[src/rtl/rf_pkg.sv]
`default_nettype none
// ============================================================================
// Module : rf_pkg
// Brief  : Shared defaults, clear-sequencer state encoding and port-slice helpers
// Rev    : 1.0  initial release
// ============================================================================
package rf_pkg;

  localparam int RF_WIDTH_DEF = 16;
  localparam int RF_DEPTH_DEF = 8;
  localparam int RF_SELW_DEF  = 3;

  typedef enum logic {
    ST_IDLE  = 1'b0,
    ST_CLEAR = 1'b1
  } rf_state_t;

  // Low bit of read port `port` inside the packed select bus.
  function automatic int rd_sel_lo(input int port, input int selw);
    return port * selw;
  endfunction

  function automatic int rd_data_lo(input int port, input int width);
    return port * width;
  endfunction

endpackage
`default_nettype wire

[src/rtl/dff.sv]
`default_nettype none
// ============================================================================
// Module : dff
// Brief  : W-bit D flip-flop, asynchronous active-low reset to zero
// Rev    : 1.0  initial release
// ============================================================================
module dff #(
  parameter int W = 1
) (
  input  logic         clk,
  input  logic         rst,
  input  logic [W-1:0] d,
  output logic [W-1:0] q
);

  always_ff @(posedge clk or negedge rst) begin
    if (!rst) begin
      q <= '0;
    end else begin
      q <= d;
    end
  end

endmodule
`default_nettype wire

[src/rtl/rf_reg.sv]
`default_nettype none
// ============================================================================
// Module : rf_reg
// Brief  : One WIDTH-wide storage word with load enable, built on the dff cell
// Rev    : 1.0  initial release
// ============================================================================
module rf_reg
  import rf_pkg::*;
#(
  parameter int WIDTH = RF_WIDTH_DEF
) (
  input  logic             clk,
  input  logic             rst,
  input  logic             en,
  input  logic [WIDTH-1:0] d,
  output logic [WIDTH-1:0] q
);

  logic [WIDTH-1:0] val_d;
  logic [WIDTH-1:0] val_q;

  always_comb begin
    val_d = en ? d : val_q;
  end

  dff #(
    .W (WIDTH)
  ) u_dff (
    .clk (clk),
    .rst (rst),
    .d   (val_d),
    .q   (val_q)
  );

  assign q = val_q;

endmodule
`default_nettype wire

[src/rtl/rf_param.sv]
`default_nettype none
// ============================================================================
// Module : rf_param
// Brief  : Parametrised multi-read-port register file with hardware clear sweep.
//          Optional write-through bypass enabled by defining RF_BYPASS_EN.
// Rev    : 1.0  initial release
// ============================================================================
module rf_param
  import rf_pkg::*;
#(
  parameter int WIDTH    = RF_WIDTH_DEF,
  parameter int DEPTH    = RF_DEPTH_DEF,
  parameter int SELW     = RF_SELW_DEF,
  parameter int NRD      = 2,
  parameter int ZERO_REG = 0
) (
  input  logic                  clk,
  input  logic                  rst,
  input  logic [NRD*SELW-1:0]   readregsel,
  output logic [NRD*WIDTH-1:0]  readdata,
  input  logic [SELW-1:0]       writeregsel,
  input  logic [WIDTH-1:0]      writedata,
  input  logic                  write,
  input  logic                  clr,
  output logic                  busy,
  output logic                  err
);

  localparam logic [SELW-1:0] PTR_LAST = SELW'(DEPTH - 1);

  rf_state_t        state_q;
  logic [SELW-1:0]  ptr_q;
  logic             busy_q;

  logic [WIDTH-1:0] regs [DEPTH];
  logic             wsel_ok;
  logic             wsel_zero;
  logic             wr_hit;
  logic [WIDTH-1:0] wr_data;
  logic [NRD-1:0]   rsel_oob;

  // Clear sequencer: one register zeroed per cycle, ptr sweeps 0..DEPTH-1.
  always_ff @(posedge clk or negedge rst) begin
    if (!rst) begin
      state_q <= ST_IDLE;
      ptr_q   <= '0;
      busy_q  <= 1'b0;
    end else begin
      case (state_q)
        ST_IDLE: begin
          if (clr) begin
            state_q <= ST_CLEAR;
            ptr_q   <= '0;
            busy_q  <= 1'b1;
          end
        end
        ST_CLEAR: begin
          if (ptr_q == PTR_LAST) begin
            state_q <= ST_IDLE;
            ptr_q   <= '0;
            busy_q  <= 1'b0;
          end else begin
            ptr_q   <= ptr_q + SELW'(1);
          end
        end
        default: begin
          state_q <= ST_IDLE;
          ptr_q   <= '0;
          busy_q  <= 1'b0;
        end
      endcase
    end
  end

  always_comb begin
    wsel_ok   = int'(writeregsel) < DEPTH;
    wsel_zero = (ZERO_REG != 0) && (writeregsel == '0);
    wr_hit    = write && (state_q == ST_IDLE) && wsel_ok && !wsel_zero;
    // The external write path is closed during a sweep, so zero is the only data then.
    wr_data   = (state_q == ST_CLEAR) ? '0 : writedata;
  end

  for (genvar i = 0; i < DEPTH; i++) begin : g_reg
    logic wr_en;
    logic sw_en;

    assign wr_en = wr_hit && (int'(writeregsel) == i);
    assign sw_en = (state_q == ST_CLEAR) && (int'(ptr_q) == i);

    rf_reg #(
      .WIDTH (WIDTH)
    ) u_reg (
      .clk (clk),
      .rst (rst),
      .en  (wr_en | sw_en),
      .d   (wr_data),
      .q   (regs[i])
    );
  end

`ifdef RF_BYPASS_EN
  logic bypass_ok;
  assign bypass_ok = write && !busy_q && wsel_ok && !wsel_zero;
`endif

  for (genvar k = 0; k < NRD; k++) begin : g_rd
    logic [SELW-1:0]  sel;
    logic [WIDTH-1:0] data;

    assign sel         = readregsel[rd_sel_lo(k, SELW) +: SELW];
    assign rsel_oob[k] = int'(sel) >= DEPTH;

    always_comb begin
      data = '0;
      for (int i = 0; i < DEPTH; i++) begin
        if (int'(sel) == i) begin
          data = regs[i];
        end
      end
      if ((ZERO_REG != 0) && (sel == '0)) begin
        data = '0;
      end
`ifdef RF_BYPASS_EN
      if (bypass_ok && (sel == writeregsel)) begin
        data = writedata;
      end
`endif
    end

    assign readdata[rd_data_lo(k, WIDTH) +: WIDTH] = data;
  end

  assign busy = busy_q;
  assign err  = (write && !wsel_ok) || (|rsel_oob) || (write && busy_q);

endmodule
`default_nettype wire

[config.mk]
export PLATFORM = sky130hd
export DESIGN_NAME = rf_param
export DESIGN_NICKNAME = d
export VERILOG_FILES = /design/src/rtl/rf_pkg.sv /design/src/rtl/dff.sv /design/src/rtl/rf_reg.sv /design/src/rtl/rf_param.sv
export SDC_FILE = /design/constraint.sdc
export NUM_CORES = 1
export LEC_CHECK = 0
export BUFFER_PORTS_ARGS = -buffer_cell sky130_fd_sc_hd__buf_4
export CAP_MARGIN = 30
export CELL_PAD_IN_SITES_DETAIL_PLACEMENT = 1
export CELL_PAD_IN_SITES_GLOBAL_PLACEMENT = 2
export CORE_ASPECT_RATIO = 1.2
export CORE_MARGIN = 5
export CORE_UTILIZATION = 40
export DETAILED_ROUTE_END_ITERATION = 7
export PLACE_DENSITY = 0.79
export SLEW_MARGIN = 20
export SYNTH_ARGS = -nofsm -noshare
export SYNTH_HDL_FRONTEND = slang
export SYNTH_SLANG_ARGS = --single-unit
[constraint.sdc]
create_clock -name clk -period 2.53 [get_ports clk]
set_clock_uncertainty 0.05 [all_clocks]
set_input_delay 0.1265 -clock clk [delete_from_list [all_inputs] [get_ports clk]]
set_output_delay 0.1265 -clock clk [all_outputs]
set_load 0.05 [all_outputs]
[Word level (Yosys, flattened, before mapping)]
Index checks and enable logic that the tools add are counted.
W data, S select, Z words.
Storage, ports and cells
  register bits after elaboration: 133
  word-level logic and storage cells: 101
  input bits: 29
Cells by class
  equal/unequal tests: 31
  $add $sub $neg: 1
  bitwise operators: 9
  reduce and logical (&&, ||, !) cells: 23
  multiplexer cells: 26
Operators with widths (number)
  $mux W16: 17
  $eq A3 B3 Y1 const B: 17
  $eq A3 B2 Y1 const B: 8
  $logic_and A1 B1 Y1: 18
  $eq A3 B1 Y1 const B: 4
  $logic_not A3 Y1: 4
  $or A1 B1 Y1: 8
  $mux W3: 2
  $pmux W3 S2: 1
  $mux W1: 4
  $pmux W1 S2: 2
  $add A3 B1 Y3 const B: 1
  $ne A2 B1 Y1 const B: 1
  $ne A2 B2 Y1 const B: 1
  $reduce_and A2 Y1: 1
  $not A1 Y1: 1

[Longest topological paths before layout]
Gate-level depths: netlist of the first run.
  depth in word-level cells: 9
  gate-level depth with buffers: 7
  gate-level depth less buffers: 6

[Cells and area by module]
Synthesis of the first run repeated with hierarchy kept, for this count alone.
Unflattened totals
  cells, all modules: 699
  area total of the unflattened synthesis: 8325.5 um^2
By module, submodules not included
  dff: times used 8, area an instance 400.4 um^2, cells each 16
  rf_param: times used 1, area an instance 3130.5 um^2, cells each 427
  rf_reg: times used 8, area an instance 249.0 um^2, cells each 18

[Least setup slack after synthesis of the first run]
OpenSTA, ideal clock, no wires.
  kind: in2out
  start: input port readregsel[0]
  end: output port readdata[9]
  setup slack: 0.621 ns
  required time: 2.354 ns
  arrival: 1.732 ns
  buffers on the path: 3
  stages on the path: 7
  cell sequence: buf_6 > buf_6 > clkbuf_1 > nor3_1 > a21oi_1 > nand3_1 > a21oi_1
On the way
  longest elaborated chain between the ends: 9
Ends and longest elaborated chain
  from (decl): line rf_param.sv:19  | input logic [NRD*SELW-1:0] readregsel,
  $logic_not A3 Y1: line rf_param.sv:116  | if (int'(sel) == i) begin
  $mux W16 (7 in a row): line rf_param.sv:116
  $mux W16 (*): line rf_param.sv:116
  to (decl): line rf_param.sv:20  | output logic [NRD*WIDTH-1:0] readdata,
Mark *: on every way between the ends. The rest lies on a longest branch, timed or not.

[Worst setup path in the final report of the first run]
  start: register g_reg[3].u_reg.u_dff.q[7]
  end: output port readdata[7]
On the way
  longest elaborated chain between the ends: 5
Ends and longest elaborated chain
  from (decl): line dff.sv:13  | output logic [W-1:0] q
  from (signal assigned): line dff.sv:18  | q <= '0;
  from (signal assigned): line dff.sv:20  | q <= d;
  $mux W16 (5 in a row): line rf_param.sv:116
Every way passes these cells.

==> results by group, run 1 <==
Run status
  – Status: finished clean

Yosys
  – Sequential fraction of the synthesis area: 44.6%
  – Mapped Cells: 657
  – Warning count from the yosys run: 0
  – Count of distinct cell types in the synthesized netlist: 38
  – Register bit count reported by yosys: 133
  – Post-Syn Area per Cell: 11.4 um^2
  – Post-Syn Area: 7460 um^2
  – Mapped Nets: 692

Clock tree
  – Maximum buffer depth of the clock tree: 2
  – CTS tree: yes
  – H-tree depth: 4
  – Clock buffer count from CTS: 17
  – Post-cts hold buffer count: 17
  – Clock sink count: 133
  – PostCTS Resize Cnt: 0
  – Worst-path clk slew: 0.06 ns
  – # Post-CTS Setup Buffers: 0
  – Clock Latency Late Sink: 0.43 ns
  – Root cell of the clock tree: clkbuf_16

Pwr
  – Peak supply drop: 0.770 mV
  – PwrDens: 1010 nW/um^2
  – Power Total: 9120 uW
  – Leakage dissipation: 0.00406 uW

Min path
  – Worst min path class: in -> reg

Global route
  – Initial antenna violation count: 0
  – Largest net degree at the start of global routing: 83
  – GRT Overall Usage: 23.0%
  – Number of global-route vias before repair: 6593
  – GR Overflow Total: 0
  – First-pass GRT wire length: 37700 um

Critical path
  – CP arrival: 1.98 ns
  – Crit start category: flip-flop
  – CP Class: reg -> out
  – Critical-path maximum fanout: 3
  – Setup crit end kind: primary output
  – Flop-to-flop setup slack: 0.45 ns
  – Worst Path Required: 2.35 ns

Placement
  – DP Area: 8200 um^2
  – Port Buffers: 62
  – HPWL Detailed: 15000 um
  – GPL Wtd Cong: 0.790

STA
  – RSZ-0062 raised after global routing: no
  – Tightest Pin Transition: 0.816 ns
  – Final hold slack: 0.0305 ns
  – Max Freq: 463 MHz
  – Final Hold Vio Count: 0
  – Pins Over Slew Limit: 0
  – Worst slew margin: 45.6%
  – Count of final setup violators: 0
  – Setup TNS: 0 ns
  – Final period utilization: 85.3%
  – Minimum clock period after layout: 2.16 ns

Layout
  – Fillers: 1934
  – Antenna diodes: 0
  – Layout area overhead: 21.0%
  – Fin nets: 764
  – Cell area after layout: 9030 um^2
  – Most frequent cells in the layout: dfrtp_1 (133), buf_4 (88), o21ai_0 (55)
  – Commonest non-fill, non-tap cell in the layout: dfrtp_1
  – Layout cells sized above 1: 28.3%

Floorplan
  – Initial Util: 40.9%
  – DIE WIDTH: 135 um
  – # rows: 54
  – Chip Height: 160 um
  – DIE AREA: 21500 um^2
  – Core area: 18200 um^2
  – Ports: 63

Route
  – DRT iter0 DRCs: 377
  – Vias: 5839
  – Final WL: 24000 um
  – Pre-antenna DRT Iters: 5
  – Antenna-violating nets left: 0
  – Vias per inst: 6.04
  – DRC violations left: 0
  – Wire length per cell: 24.8 um

Run
  – Max Cap Viol: 0
[critical path, stage by stage, from the launching register on]
cell and delay (ns):
dfrtp_1 0.40, mux4_2 0.48, nor2b_1 0.15, a221o_1 0.32, buf_4 0.20
[stage by stage]
stage / utilization (%) / setup WS, ns / cells
after floorplan: - / 0.621 / 657
after global placement: 44.9 / 0.476 / 916
after detailed placement: 44.9 / 0.469 / 917
after CTS: 49.5 / 0.358 / 966
after global routing: 49.5 / 0.313 / 966
final: 49.5 / 0.371 / 966
[cell type report]
cell class | instances | area [um^2] | area share, %
clock buffer | 17 | 425 | 4.71
clock inverter | 15 | 235 | 2.61
inverter | 5 | 18.8 | 0.208
multi-input combinational | 461 | 3800 | 42.1
sequential | 133 | 3330 | 36.9
tap | 224 | 280 | 3.10
timing repair buffer | 111 | 942 | 10.4
[cell usage after synthesis, drive strengths merged]
| cell | count | area (um^2) |
|---|---|---|
| a21o | 6 | 45.0 |
| a21oi | 14 | 73.8 |
| a221o | 26 | 260 |
| a221oi | 3 | 26.3 |
| a22o | 32 | 280 |
| a2bb2oi | 3 | 26.3 |
| and2 | 1 | 6.26 |
| and3 | 2 | 12.5 |
| buf | 27 | 203 |
| clkbuf | 31 | 116 |
| dfrtp | 133 | 3330 |
| ha | 6 | 75.1 |
| inv | 5 | 18.8 |
| mux2 | 48 | 616 |
| mux2i | 36 | 360 |
| mux4 | 29 | 653 |
| nand2 | 47 | 176 |
| nand2b | 22 | 138 |
| nand3 | 37 | 185 |
| nand3b | 1 | 7.51 |
| nor2 | 13 | 53.8 |
| nor2b | 44 | 275 |
| nor3 | 3 | 15.0 |
| nor3b | 3 | 22.5 |
| o21ai | 74 | 370 |
| o22ai | 4 | 66.3 |
| o31ai | 3 | 22.5 |
| o32a | 1 | 10.0 |
| or2 | 1 | 6.26 |
| or3 | 1 | 6.26 |
| or3b | 1 | 8.76 |
[state kept, by name (all words and copies together) (netlist names)]
name,cells
ptr_q,3
g.u_reg.u_dff.q,128
busy,1
state_q,1
[final timing paths]
check                                           start                          to  cells after the start
setup / recovery            g_reg[3].u_reg.u_dff.q[7]                 readdata[7]                      4
min in group asynchronous                         rst  g_reg[5].u_reg.u_dff.q[13]                      2
hold reg to reg            g_reg[0].u_reg.u_dff.q[12]  g_reg[0].u_reg.u_dff.q[12]                      2
max in group asynchronous                         rst                    ptr_q[1]                      3
setup reg to reg                              state_q   g_reg[0].u_reg.u_dff.q[5]                      5
hold / removal                          writedata[13]  g_reg[1].u_reg.u_dff.q[13]                      3
[logic make-up after synthesis]
family,synth area share [%]
AND/OR/NAND/NOR,12.2
flip-flops,44.6
AO/OA/AOI/OAI,15.8
buffers and inverters,4.53
adder cells (fa/ha/maj),1.01
multiplexers,21.8
[where the power goes]
part / total (uW) / switching [uW] / internal (uW)
registers: 2980 / 383 / 2590
logic: 3340 / 1950 / 1390
clock network: 2800 / 968 / 1830
[routing by layer]
layer / GRT usage [%] / share of wire [%] / up-vias
met5: 0 / 0 / -
met4: 9.12 / 2.8 / 0
met3: 4.72 / 4.9 / 54
met2: 38.1 / 50 / 166
met1: 29.3 / 42 / 3044
li1: - / - / 2575
(Power assumes the default switching activity.)
==> run 2: changes to the inputs <==
- CORE_UTILIZATION: 40 -> 41
- PLACE_DENSITY: 0.79 -> 0.81
==> run 2 against run 1 <==
  * Wire length grew 2.9%
  * Hold slack lost 0.022 ns
  * Critical path depth grew 1
  * Critical endpoint is now g_reg[3].u_reg.u_dff.q[5]
==> results by group, run 2 (synthesis results as in run 1) <==
Global route
  – GRT busiest layer: met2
  – Met3 usage: 4.10%
  – First-pass GRT wire length: 39000 um
  – GRT Overall Usage: 24.4%
  – Initial antenna violation count: 0
  – Met2 Track Usage GR: 43.3%
  – Largest net degree at the start of global routing: 56
  – GR Layer Usage met1: 30.1%
  – GR Overflow Total: 0
  – Number of global-route vias before repair: 6618

Route
  – Wire length per cell: 25.7 um
  – Vias per inst: 6.12
  – DRT iter0 DRCs: 432
  – Antenna-violating nets left: 0
  – Final WL: 24600 um
  – Pre-antenna DRT Iters: 5
  – DRC violations left: 0
  – Vias: 5865

Min path
  – Worst min path class: in -> reg
  – Worst Min Path Start: writedata[11]
  – Hold EP: g_reg[0].u_reg.u_dff.q[11]
  – Hold depth: 3

Clock tree
  – Maximum buffer depth of the clock tree: 2
  – CTS tree: yes
  – # Post-CTS Setup Buffers: 0
  – Clock Latency Late Sink: 0.43 ns
  – Clock sink count: 133
  – H-tree depth: 4
  – Root cell of the clock tree: clkbuf_16
  – Clock buffer count from CTS: 17
  – Worst-path clk slew: 0.06 ns

Pwr
  – Leakage dissipation: 0.00403 uW
  – PwrDens: 1010 nW/um^2
  – Peak supply drop: 0.523 mV

Placement
  – HPWL Detailed: 15300 um
  – Placed instance count: 915
  – Worst Setup Slack post-DPL: 0.408 ns
  – Port Buffers: 62
  – DP Area: 8170 um^2
  – GPL Wtd Cong: 0.798

STA
  – Worst slew margin: 53.0%
  – Count of final setup violators: 0
  – RSZ-0062 raised after global routing: no
  – Final worst slack: 0.363 ns
  – Final Hold Vio Count: 0
  – Pins Over Slew Limit: 0
  – Setup TNS: 0 ns
  – Tightest Pin Transition: 0.705 ns
  – Minimum clock period after layout: 2.17 ns
  – Final period utilization: 85.6%
  – Max Freq: 461 MHz

Layout
  – Commonest non-fill, non-tap cell in the layout: dfrtp_1
  – Finished Core Util: 49.5%
  – Layout area overhead: 19.5%
  – Fin nets: 757
  – Antenna diodes: 0
  – Most frequent cells in the layout: dfrtp_1 (133), buf_4 (88), o21ai_0 (55)
  – Largest registers: g.u_reg.u_dff.q (128), ptr_q (3)
  – Max reg flops: 128
  – Cell area after layout: 8920 um^2
  – Post-Layout Cell Count: 959
  – Layout cells sized above 1: 28.0%
  – Largest Register: g.u_reg.u_dff.q

Run status
  – Status: finished clean

Floorplan
  – DIE AREA: 21000 um^2
  – Ports: 63
  – DIE WIDTH: 133 um
  – # rows: 54
  – Core area: 18000 um^2
  – Chip Height: 158 um
  – Initial Util: 41.4%

Run
  – Max Cap Viol: 0

Critical path
  – CP Class: reg -> reg
  – Critical-path maximum fanout: 9
  – Worst r2r src: ptr_q[2]
  – Critical R2R Capture: g_reg[3].u_reg.u_dff.q[5]
  – Crit start category: flip-flop
  – Setup crit end kind: flip-flop
  – Worst Path Required: 2.84 ns
  – CP arrival: 2.48 ns
  – Flop-to-flop setup slack: 0.36 ns
  – Cells on worst reg2reg path: 5
[run 2: per-stage QoR]
step / total power (uW) / hold WS (ns)
3_5_place_dp: 6310 / 0.0586
4_1_cts: 9060 / 0.00303
5_1_grt: 9440 / 0.0337
6_report: 9040 / 0.00840
3_3_place_gp: 6160 / 0.0587
2_1_floorplan: 5240 / -0.219
[run 2: final cells by class]
class | instances | area (um^2)
clock buffers | 23 | 488
clock inverters | 9 | 148
fillers | 1902 | 9120
inverters | 5 | 18.8
multi-input cells | 461 | 3800
flip-flops and latches | 133 | 3330
well taps | 224 | 280
repair buffers | 104 | 861
[run 2: metal layers]
layer / wire length (um) / vias to the layer above / part of all wire [%]
li1: - / 2568 / -
met5: 0 / - / 0
met4: 512 / 0 / 2.1
met1: 10300 / 3086 / 42
met2: 12800 / 162 / 52
met3: 1070 / 49 / 4.3
[run 2: power breakdown]
| group | total [uW] | leakage, uW | internal, uW | switching [uW] |
|---|---|---|---|---|
| clock network | 2710 | 0.000313 | 1750 | 961 |
| logic | 3340 | 0.00189 | 1370 | 1970 |
| registers | 2990 | 0.00182 | 2590 | 393 |
[run 2: how the worst max path moves through the flow]
stage	from	endpoint	slack, ns	cells past startpoint
floorplan	readregsel[0]	readdata[9]	0.62	7
global placement	ptr_q[2]	g_reg[3].u_reg.u_dff.q[1]	0.49	5
detailed placement	ptr_q[2]	g_reg[3].u_reg.u_dff.q[5]	0.41	5
CTS	g_reg[3].u_reg.u_dff.q[7]	readdata[7]	0.36	4
global route	ptr_q[2]	g_reg[3].u_reg.u_dff.q[3]	0.31	5
finish	ptr_q[2]	g_reg[3].u_reg.u_dff.q[5]	0.36	5
[run 2: repair_timing]
item | in CTS | in global routing
endpoints found under the hold margin | 50 | 0
gates resized for setup | 0 | 0
hold buffers | 12 | 0
[run 2: worst max-delay path, cell delays in order (launching register included)]
cell and delay, ns:
dfrtp_1 0.48, inv_1 0.21, ha_1 0.26, a21oi_2 0.56, buf_4 0.34, a22o_1 0.19
